File: src/rtl/pwm_pkg.sv
// pwm_pkg: shared FSM/divider state types and default widths for the PWM blocks
package pwm_pkg;
    localparam int CNT_W_DEF  = 32;
    localparam int DUTY_W_DEF = 8;
    typedef enum logic [1:0] {ST_IDLE, ST_HIGH, ST_LOW} pwm_state_t;
    typedef enum logic {DIV_IDLE, DIV_BUSY} div_state_t;
endpackage

File: src/rtl/pwm_divider.sv
// pwm_divider: restoring divider, one quotient bit per cycle, truncated quotient
// Ports:
//   i_clk, i_rst      clock, async active-high reset
//   i_start           load operands and begin (ignored while busy)
//   i_abort           drop any divide in progress
//   i_num, i_den      numerator / denominator (denominator must be nonzero)
//   o_busy            divide in progress
//   o_done            final iteration this cycle; o_quot is valid alongside it
//   o_quot            low Q_W bits of the quotient
module pwm_divider
    import pwm_pkg::*;
#(
    parameter int NUM_W = 40,
    parameter int DEN_W = 32,
    parameter int Q_W   = 8
) (
    input  logic             i_clk,
    input  logic             i_rst,
    input  logic             i_start,
    input  logic             i_abort,
    input  logic [NUM_W-1:0] i_num,
    input  logic [DEN_W-1:0] i_den,
    output logic             o_busy,
    output logic             o_done,
    output logic [Q_W-1:0]   o_quot
);
    localparam int CW = $clog2(NUM_W + 1);
    div_state_t       r_state;
    logic [CW-1:0]    r_cnt;
    logic [NUM_W-1:0] r_num;
    logic [DEN_W-1:0] r_den;
    logic [DEN_W-1:0] r_rem;
    logic [DEN_W:0]   w_shift;
    logic [DEN_W:0]   w_diff;
    logic             w_ge;
    logic [NUM_W-1:0] w_num_n;
    // Remainder stays below the denominator, so the trial difference fits in
    // DEN_W+1 bits and its top bit is the borrow.
    always_comb begin
        w_shift = {r_rem, r_num[NUM_W-1]};
        w_diff  = w_shift - {1'b0, r_den};
        w_ge    = ~w_diff[DEN_W];
        w_num_n = {r_num[NUM_W-2:0], w_ge};
    end
    assign o_busy = r_state == DIV_BUSY;
    assign o_done = o_busy && r_cnt == CW'(1);
    assign o_quot = w_num_n[Q_W-1:0];
    always_ff @(posedge i_clk or posedge i_rst) begin
        if (i_rst) begin
            r_state <= DIV_IDLE;
            r_cnt   <= '0;
            r_num   <= '0;
            r_den   <= '0;
            r_rem   <= '0;
        end else if (i_abort) begin
            r_state <= DIV_IDLE;
        end else if (i_start && !o_busy) begin
            r_state <= DIV_BUSY;
            r_cnt   <= CW'(NUM_W);
            r_num   <= i_num;
            r_den   <= i_den;
            r_rem   <= '0;
        end else if (o_busy) begin
            r_num   <= w_num_n;
            r_rem   <= w_ge ? w_diff[DEN_W-1:0] : w_shift[DEN_W-1:0];
            r_cnt   <= r_cnt - CW'(1);
            r_state <= o_done ? DIV_IDLE : DIV_BUSY;
        end
    end
endmodule

File: src/rtl/pwm_detector.sv
// pwm_detector: measures PWM high time, period and 0..2^DUTY_W-1 duty, flags stuck input
// Ports:
//   i_clk, i_rst       clock, async active-high reset
//   i_pwm_in           asynchronous PWM input
//   o_high_count       high cycles of the last complete period
//   o_period_count     cycles between the last two rising edges
//   o_duty             floor(high * (2^DUTY_W-1) / period)
//   o_meas_valid       one-cycle pulse when duty/high/period form a new set
//   o_stuck_high/low   no edge for TIMEOUT cycles at the given level
//   o_overrun          sticky: a period completed while the divider was busy
module pwm_detector
    import pwm_pkg::*;
#(
    parameter int CNT_W   = CNT_W_DEF,
    parameter int DUTY_W  = DUTY_W_DEF,
    parameter int TIMEOUT = 1_000_000
) (
    input  logic              i_clk,
    input  logic              i_rst,
    input  logic              i_pwm_in,
    output logic [CNT_W-1:0]  o_high_count,
    output logic [CNT_W-1:0]  o_period_count,
    output logic [DUTY_W-1:0] o_duty,
    output logic              o_meas_valid,
    output logic              o_stuck_high,
    output logic              o_stuck_low,
    output logic              o_overrun
);
    localparam int TW = $clog2(TIMEOUT + 1);
    localparam int NW = CNT_W + DUTY_W;
    logic               r_s1, r_s2, r_s3;
    logic [TW-1:0]      r_tmo;
    pwm_state_t         r_state;
    logic [CNT_W-1:0]   r_hi, r_per;
    logic               w_rise, w_fall, w_edge, w_to, w_complete, w_start;
    logic               w_busy, w_done;
    logic [DUTY_W-1:0]  w_quot;
    logic [NW-1:0]      w_num;
    assign w_rise     = r_s2 & ~r_s3;
    assign w_fall     = ~r_s2 & r_s3;
    assign w_edge     = r_s2 ^ r_s3;
    // Fires once, on the cycle the idle counter would reach TIMEOUT.
    assign w_to       = !w_edge && r_tmo == TW'(TIMEOUT - 1);
    assign w_complete = w_rise && r_state == ST_LOW;
    assign w_start    = w_complete && !w_busy;
    assign w_num      = {r_hi, {DUTY_W{1'b0}}} - {{DUTY_W{1'b0}}, r_hi};
    pwm_divider #(.NUM_W(NW), .DEN_W(CNT_W), .Q_W(DUTY_W)) u_div (
        .i_clk   (i_clk),
        .i_rst   (i_rst),
        .i_start (w_start),
        .i_abort (w_to),
        .i_num   (w_num),
        .i_den   (r_per),
        .o_busy  (w_busy),
        .o_done  (w_done),
        .o_quot  (w_quot)
    );
    always_ff @(posedge i_clk or posedge i_rst) begin
        if (i_rst) begin
            {r_s1, r_s2, r_s3} <= '0;
            r_tmo          <= '0;
            r_state        <= ST_IDLE;
            r_hi           <= '0;
            r_per          <= '0;
            o_high_count   <= '0;
            o_period_count <= '0;
            o_duty         <= '0;
            o_meas_valid   <= 1'b0;
            o_stuck_high   <= 1'b0;
            o_stuck_low    <= 1'b0;
            o_overrun      <= 1'b0;
        end else begin
            r_s1         <= i_pwm_in;
            r_s2         <= r_s1;
            r_s3         <= r_s2;
            r_tmo        <= w_edge ? '0 : (r_tmo != TW'(TIMEOUT) ? r_tmo + TW'(1) : r_tmo);
            o_meas_valid <= w_to || w_done;
            if (w_to) begin
                r_state        <= ST_IDLE;
                o_stuck_high   <= r_s2;
                o_stuck_low    <= !r_s2;
                o_high_count   <= '0;
                o_period_count <= '0;
                o_duty         <= {DUTY_W{r_s2}};
            end else begin
                if (w_done) begin
                    o_duty       <= w_quot;
                    o_stuck_high <= 1'b0;
                    o_stuck_low  <= 1'b0;
                end
                if (w_start) begin
                    o_high_count   <= r_hi;
                    o_period_count <= r_per;
                end
                if (w_complete && w_busy)
                    o_overrun <= 1'b1;
                if (w_rise) begin
                    r_state <= ST_HIGH;
                    r_hi    <= CNT_W'(1);
                    r_per   <= CNT_W'(1);
                end else begin
                    if (w_fall && r_state == ST_HIGH)
                        r_state <= ST_LOW;
                    if (r_state != ST_IDLE && r_per != '1)
                        r_per <= r_per + CNT_W'(1);
                    // The falling-edge cycle already sees the level low, so it is not counted high.
                    if (r_state == ST_HIGH && r_s2 && r_hi != '1)
                        r_hi <= r_hi + CNT_W'(1);
                end
            end
        end
    end
endmodule

File: config.mk
export PLATFORM = sky130hd
export DESIGN_NAME = pwm_detector
export DESIGN_NICKNAME = d
export VERILOG_FILES = /design/src/rtl/pwm_pkg.sv /design/src/rtl/pwm_divider.sv /design/src/rtl/pwm_detector.sv
export SDC_FILE = /design/constraint.sdc
export NUM_CORES = 1
export LEC_CHECK = 0
export ABC_AREA = 1
export BUFFER_PORTS_ARGS = -buffer_cell sky130_fd_sc_hd__buf_2
export CORE_MARGIN = 2
export CORE_UTILIZATION = 50
export CTS_CLUSTER_SIZE = 20
export DETAILED_ROUTE_END_ITERATION = 7
export GPL_TIMING_DRIVEN = 0
export PLACE_DENSITY_LB_ADDON = 0.1
export REMOVE_ABC_BUFFERS = 1
export SYNTH_ARGS = -nofsm -noshare
export SYNTH_HDL_FRONTEND = slang
export SYNTH_SLANG_ARGS = --single-unit
export TNS_END_PERCENT = 10
File: constraint.sdc
create_clock -name i_clk -period 12.1 [get_ports i_clk]
set_input_delay 1.21 -clock i_clk [delete_from_list [all_inputs] [get_ports i_clk]]
set_output_delay 1.21 -clock i_clk [all_outputs]
set_load 0.005 [all_outputs]
After elaboration in Yosys (flattened, before gate mapping) --
Cells that the tools add are included. W data, S select, Z words.
Operators by class: multiplexer cells 29, divide/modulo/power cells 0, multipliers 0, reductions and logical operators 27, equality and inequality tests 7, magnitude comparators 0, bitwise logic cells 7, add/subtract/negate cells 6, shift-type cells 0
Operator list (count):
- $mux W32 | 11
- $mux W40 | 2
- $add A32 B1 Y32 const B | 2
- $ne A32 B32 Y1 const B | 2
- $mux W20 | 2
- $sub A40 B32 Y40 | 1
- $sub A33 B32 Y33 | 1
- $add A20 B1 Y20 const B | 1
- $eq A20 B20 Y1 const B | 1
- $ne A20 B20 Y1 const B | 1
- $mux W8 | 2
- $reduce_bool A2 Y1 | 7
- $mux W6 | 2
- $logic_and A1 B1 Y1 | 10
- $reduce_and A2 Y1 | 5
- $mux W1 | 7
- $eq A6 B1 Y1 const B | 1
- $mux W2 | 3
- $sub A6 B1 Y6 const B | 1
- $not A1 Y1 | 4
- $logic_not A1 Y1 | 3
- $reduce_bool A3 Y1 | 1
- $and A1 B1 Y1 | 2
- $eq A2 B1 Y1 const B | 1
- other kinds (3) | 3
Storage, ports and cells: bits in writable memories 0, bits in latches 0, bits of input ports 3, bits in read-only memories 0, register bits after elaboration 276, word-level logic and storage cells 95, output and inout port bits 76, memories 0

Longest topological paths before layout --
Gate-level depths: netlist of the first run.
depth in word-level cells 7, depth in mapped cells 19, depth with buffers taken out 18

Hierarchy --
From an unflattened synthesis of the first run, not the netlist that was laid out.
Second synthesis, totals: cell total of the unflattened synthesis 2950, area, all modules 19129.6 µm²
Modules (own cells, without submodules):
- pwm_detector | seq. area each 4129.0 µm², times used 1, cells an instance 1826, area an instance 11598.6 µm²
- pwm_divider | seq. area each 2777.7 µm², times used 1, cells an instance 1124, area an instance 7531.0 µm²

Worst setup path after synthesis of the first run --
Ideal clock, no wire load.
kind reg-to-reg, start point register u_div.r_num[39], end point register u_div.r_rem[9], required time 11.983 ns, clock period less this slack 2.219 ns, stages on the path, launching flop included 19, slack 9.881 ns, path buffers 2, data arrival time 2.101 ns, setup time 0.117 ns, path through dfrtp_1 > inv_1 > ha_1 > inv_1 > fa_1 > nand2_1 > nand2_1 > nand3_1 > nand2_2 > nand2_2 > nand2_2 > nand2_2 > nand3_2 > nand2_2 > buf_6 > buf_12 > nand2_2 > nand3_1 > nand2_1
On the way: longest elaborated chain between the ends 4
Ends and longest elaborated chain:
- start, declared | RTL line pwm_divider.sv:30 | logic [NUM_W-1:0] r_num;
- start signal, assigned | RTL line pwm_divider.sv:60 | r_num <= i_num;
- start signal, assigned | RTL line pwm_divider.sv:64 | r_num <= w_num_n;
- $sub A33 B32 Y33 | RTL line pwm_divider.sv:41 | w_diff = w_shift - {1'b0, r_den};
- $mux W32 | RTL line pwm_divider.sv:65 | r_rem <= w_ge ? w_diff[DEN_W-1:0] : w_shift[DEN_W-1:0];
- $mux W32 | RTL line pwm_divider.sv:63 | end else if (o_busy) begin
- $mux W32 | RTL line pwm_divider.sv:57 | end else if (i_start && !o_busy) begin
- end signal, assigned | RTL line pwm_divider.sv:65
- end, declared | RTL line pwm_divider.sv:32 | logic [DEN_W-1:0] r_rem;
No other way between the ends. The select of a mux whose other input is x is not followed. A chain may end at the register's enable or synchronous reset.

Final worst setup path of the first run --
start point register r_s3, end point register u_div.r_num[9]
On the way: longest elaborated chain between the ends 7, elaborated cells between the ends (all ways) 12, those cells by class 1 x mux; 4 x bitwise; 7 x reduce/logical
Ends and longest elaborated chain:
- start, declared | RTL line pwm_detector.sv:31 | logic r_s1, r_s2, r_s3;
- start signal, assigned | RTL line pwm_detector.sv:75 | r_s3 <= r_s2;
- $not A1 Y1 | RTL line pwm_detector.sv:39 | assign w_rise = r_s2 & ~r_s3;
- $and A1 B1 Y1 | RTL line pwm_detector.sv:39
- $logic_and A1 B1 Y1 | RTL line pwm_detector.sv:44 | assign w_complete = w_rise && r_state == ST_LOW;
- $logic_and A1 B1 Y1 | RTL line pwm_detector.sv:45 | assign w_start = w_complete && !w_busy;
- $logic_and A1 B1 Y1 | RTL line pwm_divider.sv:57
- $reduce_bool A2 Y1 (no source line)
- $reduce_and A2 Y1 (no source line)
Parallel ways exist; a longest one is shown, timed or not.

==> flow_summary_export.csv, run 1 <==
group,metric,value,unit
final_layout,final_common_cell,"nand2_1",
final_layout,drive_gt1_share,7.69,%
route,drt_iter0_markers,1056,
route,via_count,16989,
route,viasPerCell,5.41,
final_layout,synthToLayoutAreaGrowth,9.18,%
pwr,power_frac_seq,29.6,%
setup_path,cp_slowest_cell,"ha_1",
setup_path,slowest_delay,0.96,ns
synth,synth_compound_area_share,10.4,%
pwr,power_frac_comb,46.8,%
floorplan,row_count,69,
synth,synth_edf_count,0,
setup_path,cp.required,12.54,ns
place,io_buffers,78,
global_routing,grt_remaining_overflow,0,
final_layout,mostFrequentLayoutCells,"747 x nand2_1, 385 x inv_1, 276 x dfrtp_1",
floorplan,die_y,195,um
pwr,p_sw,0.00181,W
setup_path,crit_path_max_fanout,42,
global_routing,grt_max_degree,127,
cts,clkTransAtPathRegs,0.06,ns
synth,ys_top_cells_by_area,"dfrtp_1 38%, nand2_1 15%, inv_1 8.0%, nand3_1 6.4%, ha_1 4.5%",
synth,muxShareOfSynthArea,0,%
synth,synth-adder-area-share,4.58,%
route,routedWlPerCell,17.1,um
synth,yosys.area.top_type,"dfrtp_1",
synth,seq_area_frac_synth,38.0,%
timing,fmax,192,MHz
synth,ys_ff_latch,276,
cts,cts_made_buffers,31,
timing,worstMarginPinSlew,1.23,ns
floorplan,coreArea,35700,um2
cts,cts.sinks,276,
timing,setup_viol,0,
cts,cts_tree,"yes",
timing,fin_crit_sh,43.1,%
synth,yosys.area_share.simple,33.8,%
synth,synth_area,18200,um2
cts,root_buffer,"clkbuf_16",
pwr,switching_share,43.8,%
synth,synth.avg_cell_area,6.93,um2
synth,synth_top_area_share,38.0,%
route,ant_nets,0,
floorplan,dieArea,37900,um2
synth,async_reset_ff_share,100,%
final_layout,antenna_cells,0,
synth,yosys.cell_types.count,50,
synth,synth_top_family_by_area,"simple AND/OR/NAND/NOR gates",
timing,final-hold-violation-count,0,
timing,final_max_slew_viol_count,0,
global_routing,grt_pass1_vias,16279,
timing,fin_setup_tns,0,ns
final_layout,nets,2727,
pwr,finalPower,0.00414,W
synth,synthesis.instances,2623,
global_routing,track_usage,28.7,%
setup_path,worstPathCellList,"inv_1, ha_1, inv_2, nor3_1, inv_1, nor2_2, clkinv_2, buf_12, a21oi_1, o21ai_0, o211ai_1, o21ai_0",
cts,htreeDepth,1,
timing,fin_crit,5.22,ns
timing,rsz0062_at_grt,"false",
global_routing,antenna_found_initial,0,
status,status,"completed",
cts,ctsHoldBuffers,0,
final_layout,regArea,6910,um2
pwr,clkPwrFrac,23.6,%
setup_path,start_kind,"flip-flop",
setup_path,cp.arrival,5.66,ns
setup_path,rr_startpoint,"r_s3",
worst_hold_path,hp-class,"reg2reg",
floorplan,die_x,195,um
place,gp_congestion,0.963,
route,wl,53500,um
timing,clock-skew-final,0.0148,ns
cts,cts_max_path_buffers,3,
route,drc,0,
flow_run,cap_viol_max_count,0,
pwr,leakage,10.4,nW
timing,relSlewSlack,17.9,%
worst_hold_path,hp-start,"r_s1",
route,dr.pass1.iters,8,
cts,clk_latency,0.58,ns
floorplan,ios,79,
synth,ys.flop_type,"dfrtp_1",
place,dp_hpwl,39900,um
synth,yosys_warnings,0,
setup_path,endpoint_kind,"flip-flop",
setup_path,startpoint,"r_s3",
setup_path,path_class,"reg2reg",
global_routing,grt_pass1_wl,87700,um
floorplan,start_util,51.0,%
synth,synth_xor_area_share,2.36,%
final_layout,fillers,3530,
cts,cts.repair.resized,0,
cts,cts_setup_buffers,0,
pwr,power.internal,0.00233,W
pwr,peakVddDrop,0.000137,V
final_layout,multi_input_area,9310,um2
pwr,p_per_area,209,nW/um2
==> Yosys cell counts, types with 6 or more instances <==
| library cell | number |
|---|---|
| ha_1 | 65 |
| inv_1 | 386 |
| nand2_2 | 27 |
| nor2_1 | 206 |
| a21oi_1 | 83 |
| buf_4 | 6 |
| buf_2 | 22 |
| dfrtp_1 | 276 |
| and3_1 | 6 |
| o21ai_0 | 153 |
| xnor2_1 | 12 |
| nor3_1 | 57 |
| inv_2 | 12 |
| a22o_1 | 6 |
| o21bai_1 | 11 |
| o21ai_1 | 55 |
| o211ai_1 | 9 |
| a31oi_1 | 7 |
| clkbuf_1 | 33 |
| nor2_2 | 6 |
| nand4_1 | 75 |
| buf_6 | 12 |
| nand3b_1 | 12 |
| nand2_1 | 747 |
| nor4_1 | 11 |
| xor2_1 | 37 |
| nand3_1 | 232 |
==> flip-flops by register name, summed over array words and instances (netlist names), 20 cells and up <==
name,cells
u_div.r_num,40
r_per,32
o_period_count,32
r_hi,32
u_div.r_den,32
u_div.r_rem,32
o_high_count,32
r_tmo,20
==> layout make-up <==
class	instances	share of cell area, %
tap	461	2.91
clock buffer	38	4.29
multi-input combinational	1868	46.9
inverter	398	7.57
timing repair buffer	83	2.58
sequential	276	34.8
clock inverter	15	0.952
==> critical path, delay by kind of cell, from the launching register on <==
kind                       cells  cell delay [ns]
adders and majority gates      1             0.96
DFF                            1             0.38
AOI/OAI and AO/OA              4             0.41
and+or+nand+nor                2             1.21
buffers and inverters          5             2.10
==> power by group through the flow <==
stage                     logic, W  registers [W]  clock network, W
final                      0.00194        0.00122          0.000977
after floorplan            0.00146        0.00120                 0
after global routing       0.00222        0.00125           0.00103
after CTS                  0.00194        0.00122          0.000999
after detailed placement   0.00194        0.00124                 0
after global placement     0.00190        0.00124                 0
==> kinds of logic after synthesis <==
group | after synthesis
fa+ha+maj | 66
buf+inv | 479
xor+xnor | 49
simple gates | 1406
flops | 276
compound gates | 347
==> through the flow <==
stage               instance area, um2  instances  utilization (%)  hold WS, ns  worst slack (ns)
floorplan                        17700       2542                -        0.331              3.28
global placement                 18700       3081             52.3        0.340            -0.101
detailed placement               18800       3084             52.6        0.335              6.69
CTS                              19800       3137             55.5        0.347              6.68
global route                     19800       3139             55.7        0.364              6.48
finish                           19800       3139             55.7        0.345              6.88
==> metal layers <==
metal	wire, um	global-route usage [%]
met5	0	0
met4	1630	8.43
met3	2090	2.69
met2	25800	49.4
met1	24000	38.5
==> worst paths after layout <==
check	cells past startpoint	to	slack [ns]
max in group asynchronous	3	u_div.r_num[31]	10.51
max	12	u_div.r_num[9]	6.88
max reg2reg	12	u_div.r_num[9]	6.88
min in group asynchronous	2	o_stuck_high	0.63
min reg2reg	0	r_s2	0.35
min	0	r_s2	0.35
(Power assumes the default switching activity.)
==> inputs of run 2 (changes only) <==
clock period = 4.7 ns   (was 12.1 ns; I/O delays follow)
==> run 2 against run 1 <==
Compared with the run above: total power rose to 2.6 times the previous value; non-clock buffer count is 1 higher; wire length grew 4.2%; fmax is 21% higher; global-route usage increased by 0.89 points; critical path depth is 3 lower; critical path type unchanged; sequential power rose to 2.6 times the previous value; sequential share of layout area is 0.098 points lower; critical endpoint is now u_div.r_num[35]; worst setup slack worse by 6.5 ns; highest routed layer unchanged; clock skew barely moved; cell count is 0.16% higher.
==> flow_summary_export.csv, run 2 (same netlist as run 1, synthesis figures left out) <==
group,metric,value,unit
route,wl,55800,um
setup_path,endpoint_kind,"flip-flop",
setup_path,cp.arrival,4.76,ns
setup_path,start_kind,"flip-flop",
cts,cts_max_path_buffers,3,
final_layout,nets,2732,
final_layout,regArea,6910,um2
timing,fin_setup_tns,0,ns
global_routing,use_met1,39.6,%
place,io_buffers,78,
pwr,p_per_area,538,nW/um2
cts,cts_tree,"yes",
floorplan,row_count,69,
status,status,"completed",
global_routing,grt_pass1_wl,89700,um
final_layout,largest_register_ffs,40,
timing,fin_ws,0.397,ns
floorplan,die_x,195,um
floorplan,coreArea,35700,um2
timing,holdWs,0.346,ns
floorplan,die_y,195,um
global_routing,grtUsageMet2,50.9,%
pwr,power_frac_comb,47.0,%
pwr,p_sw,0.00472,W
final_layout,mostFrequentLayoutCells,"748 x nand2_1, 385 x inv_1, 276 x dfrtp_1",
route,routedWlPerCell,17.7,um
global_routing,grt_max_degree,127,
timing,setup_viol,0,
cts,cts.sinks,276,
floorplan,dieArea,37900,um2
final_layout,multi_input_area,9360,um2
global_routing,antenna_found_initial,0,
timing,relSlewSlack,21.7,%
global_routing,top_usage_layer,"met2",
setup_path,crit_path_max_fanout,52,
route,drt_iter0_markers,1088,
route,viasPerCell,5.45,
final_layout,synthToLayoutAreaGrowth,9.49,%
timing,worstMarginPinSlew,1.17,ns
global_routing,grt_pass1_vias,16417,
timing,final-hold-violation-count,0,
global_routing,track_usage,29.6,%
pwr,peakVddDrop,0.000354,V
place,gp_congestion,0.963,
pwr,finalPower,0.0107,W
pwr,power_frac_seq,29.5,%
final_layout,top_register,"u_div.r_num",
cts,cts_made_buffers,31,
worst_hold_path,hp-class,"reg2reg",
setup_path,cp.required,5.16,ns
cts,clkTransAtPathRegs,0.06,ns
final_layout,fillers,3533,
timing,fin_crit_sh,91.5,%
route,ant_nets,0,
global_routing,grt_remaining_overflow,0,
pwr,power.internal,0.00599,W
setup_path,path_class,"reg2reg",
floorplan,ios,79,
floorplan,start_util,51.0,%
cts,root_buffer,"clkbuf_16",
final_layout,final_common_cell,"nand2_1",
timing,fin_crit,4.30,ns
cts,htreeDepth,1,
place,dp_hpwl,39900,um
pwr,leakage,10.4,nW
pwr,switching_share,44.1,%
place,pre_cts_slack,-0.713,ns
timing,final_max_slew_viol_count,0,
pwr,clkPwrFrac,23.5,%
cts,clk_latency,0.58,ns
flow_run,cap_viol_max_count,0,
route,drc,0,
final_layout,antenna_cells,0,
timing,clock-skew-final,0.0147,ns
global_routing,use_met3,2.78,%
route,dr.pass1.iters,5,
timing,fmax,232,MHz
final_layout,drive_gt1_share,7.79,%
timing,rsz0062_at_grt,"false",
route,via_count,17124,
-- run 2: worst paths after layout --
kind                              endpoint  slack (ns)  start  cells past startpoint
max                        u_div.r_num[35]        0.40   r_s2                      9
min reg2reg                           r_s2        0.35   r_s1                      0
max reg2reg                u_div.r_num[35]        0.40   r_s2                      9
max in group asynchronous  u_div.r_num[31]        3.30  i_rst                      4
min in group asynchronous        r_tmo[13]        0.45  i_rst                      3
min                                   r_s2        0.35   r_s1                      0
-- run 2: area by class of cell --
class / count / area share, %
Clock buffer: 38 / 4.28
Clock inverter: 15 / 0.949
Inverter: 398 / 7.56
Multi-Input combinational cell: 1872 / 47.0
Sequential cell: 276 / 34.7
Tap cell: 461 / 2.90
Timing Repair Buffer: 84 / 2.58
-- run 2: layer usage --
| metal | vias up | share of wire (%) |
|---|---|---|
| met5 | - | 0 |
| met4 | 0 | 2.9 |
| met3 | 74 | 4.0 |
| met2 | 402 | 48 |
| met1 | 8121 | 45 |
| li1 | 8527 | - |
-- run 2: timing repair --
action	CTS	global route
endpoints found under the setup margin	128	96
hold endpoints to repair	50	0
hold buffers	2	0
cloned	3	1
buffers inserted	0	0
gates resized for setup	1	4
pin swaps	2	1
-- run 2: critical path: stages (launching register included) --
cell and delay (ns):
dfrtp_1 0.39, inv_1 0.07, ha_1 0.58, inv_2 0.21, nor3_2 0.54, nand4_4 0.68
nand2_1 0.67, inv_2 0.53, a22o_1 0.34, nand3b_1 0.15
-- run 2: metrics by stage --
| step | area (um2) | instances | utilization [%] |
|---|---|---|---|
| floorplan | 17700 | 2542 | - |
| global placement | 18700 | 3081 | 52.3 |
| detailed placement | 18800 | 3084 | 52.6 |
| CTS | 19800 | 3142 | 55.6 |
| global route | 19900 | 3144 | 55.8 |
| finish | 19900 | 3144 | 55.8 |
-- run 2: power groups by stage --
stage                     clock (W)  combinational, W  sequential (W)
after floorplan                   0           0.00376         0.00310
after global placement            0           0.00489         0.00318
after detailed placement          0           0.00498         0.00318
after CTS                   0.00257           0.00504         0.00315
after global routing        0.00266           0.00575         0.00321
final                       0.00252           0.00504         0.00316
==> inputs of run 3 (changes only) <==
clock period = 5 ns   (was 4.7 ns; I/O delays follow)
==> run 3 against run 2 <==
Compared with the run above: critical path depth grew 2; largest power group unchanged; via count shrank 0.43%; clock power is 6% lower; clock-buffer cell count unchanged; global-route usage shrank 0.60 points; flip-flop and latch count stayed put.
==> flow_summary_export.csv, run 3 (same netlist as run 1, synthesis figures left out) <==
group,metric,value,unit
final_layout,antenna_cells,0,
floorplan,row_count,69,
route,drt_iter0_markers,1089,
floorplan,die_y,195,um
timing,rsz0062_at_grt,"false",
final_layout,largest_register_ffs,40,
place,gp_congestion,0.963,
cts,htreeDepth,1,
global_routing,grt_remaining_overflow,0,
flow_run,cap_viol_max_count,0,
floorplan,start_util,51.0,%
cts,clkTransAtPathRegs,0.06,ns
setup_path,path_class,"reg2reg",
route,dr.pass1.iters,5,
final_layout,mostFrequentLayoutCells,"748 x nand2_1, 385 x inv_1, 276 x dfrtp_1",
final_layout,drive_gt1_share,7.72,%
setup_path,endpoint_kind,"flip-flop",
cts,cts_max_path_buffers,3,
pwr,p_per_area,506,nW/um2
timing,fmax,218,MHz
route,routedWlPerCell,17.2,um
place,dp_hpwl,39900,um
setup_path,start_kind,"flip-flop",
route,via_count,17051,
timing,relSlewSlack,6.96,%
global_routing,grt_pass1_wl,88400,um
global_routing,antenna_found_initial,0,
floorplan,coreArea,35700,um2
timing,fin_crit,4.59,ns
global_routing,grt_pass1_vias,16335,
timing,final_max_slew_viol_count,0,
global_routing,track_usage,29.0,%
global_routing,grt_max_degree,127,
pwr,leakage,10.4,nW
final_layout,nets,2729,
status,status,"completed",
setup_path,crit_path_max_fanout,92,
setup_path,cp.required,5.52,ns
floorplan,die_x,195,um
final_layout,synthToLayoutAreaGrowth,9.29,%
cts,root_buffer,"clkbuf_16",
floorplan,ios,79,
timing,clock-skew-final,0.0164,ns
timing,worstMarginPinSlew,1.39,ns
route,wl,54200,um
timing,setup_viol,0,
timing,fin_crit_sh,91.8,%
timing,final-hold-violation-count,0,
cts,cts_setup_buffers,0,
route,drc,0,
worst_hold_path,hp-class,"in2reg",
route,ant_nets,0,
final_layout,top_register,"u_div.r_num",
place,io_buffers,78,
route,viasPerCell,5.43,
floorplan,dieArea,37900,um2
pwr,peakVddDrop,0.000333,V
setup_path,cp.arrival,5.11,ns
cts,cts.sinks,276,
cts,cts_made_buffers,31,
cts,cts_tree,"yes",
final_layout,final_common_cell,"nand2_1",
cts,clk_latency,0.59,ns
timing,holdWs,0.0322,ns
final_layout,fin_util,55.7,%
pwr,finalPower,0.0101,W
[run 3: worst paths after layout]
| check | startpoint | endpoint | slack (ns) | cells after the start |
|---|---|---|---|---|
| min in group asynchronous | i_rst | r_tmo[13] | 0.48 | 3 |
| worst max register to register | r_s3 | u_div.r_num[28] | 0.41 | 11 |
| worst min register to register | r_s1 | r_s2 | 0.35 | 0 |
| max in group asynchronous | i_rst | o_high_count[31] | 3.56 | 4 |
| worst max-delay path | r_s3 | u_div.r_num[28] | 0.41 | 11 |
| worst min-delay path | i_pwm_in | r_s1 | 0.03 | 1 |
[run 3: critical path, stage by stage (launching register included)]
cell and delay, ns:
dfrtp_1 0.38, inv_1 0.07, ha_2 0.60, inv_2 0.58, nor3_1 0.55, inv_1 0.14, nor2_2 0.63, nand2_4 0.48
buf_16 0.35, inv_2 0.34, nand3_1 0.21, nand3_1 0.10
[run 3: stage by stage]
stage / setup TNS, ns / area [um2] / setup slack [ns] / instances
6_report: 0 / 19900 / 0.411 / 3141
5_1_grt: 0 / 19900 / 0.0670 / 3141
4_1_cts: 0 / 19800 / 0.0374 / 3139
3_5_place_dp: -4.44 / 18800 / -0.413 / 3084
3_3_place_gp: -1892.18 / 18700 / -6.49 / 3081
2_1_floorplan: -858.02 / 17700 / -3.11 / 2542
[run 3: power breakdown]
| part | leakage [nW] | internal [W] | switching (W) | total (W) |
|---|---|---|---|---|
| logic | 6.23 | 0.00157 | 0.00314 | 0.00472 |
| clock network | 0.518 | 0.00141 | 0.000962 | 0.00237 |
| registers | 3.69 | 0.00265 | 0.000315 | 0.00297 |
| total | 10.4 | 0.00563 | 0.00442 | 0.0101 |
[run 3: layer usage]
layer / vias up / wire length (um) / global-route usage, %
li1: 8523 / - / -
met1: 8073 / 24400 / 38.9
met2: 382 / 26300 / 50.1
met3: 73 / 1950 / 2.71
met4: 0 / 1530 / 8.18
met5: - / 0 / 0
[run 3: cell type report]
class | count | area [um2]
clock buffers | 38 | 852
multi-input cells | 1869 | 9310
inverters | 398 | 1500
clock inverters | 15 | 189
well taps | 461 | 577
fillers | 3530 | 15800
repair buffers | 84 | 531
flip-flops and latches | 276 | 6910
[run 3: what timing repair did]
action,CTS,global route
gates resized for setup,1,1
endpoints found under the hold margin,49,0
endpoints found under the setup margin,30,1
pin swaps,1,0
hold buffers,1,0
cloned,1,0
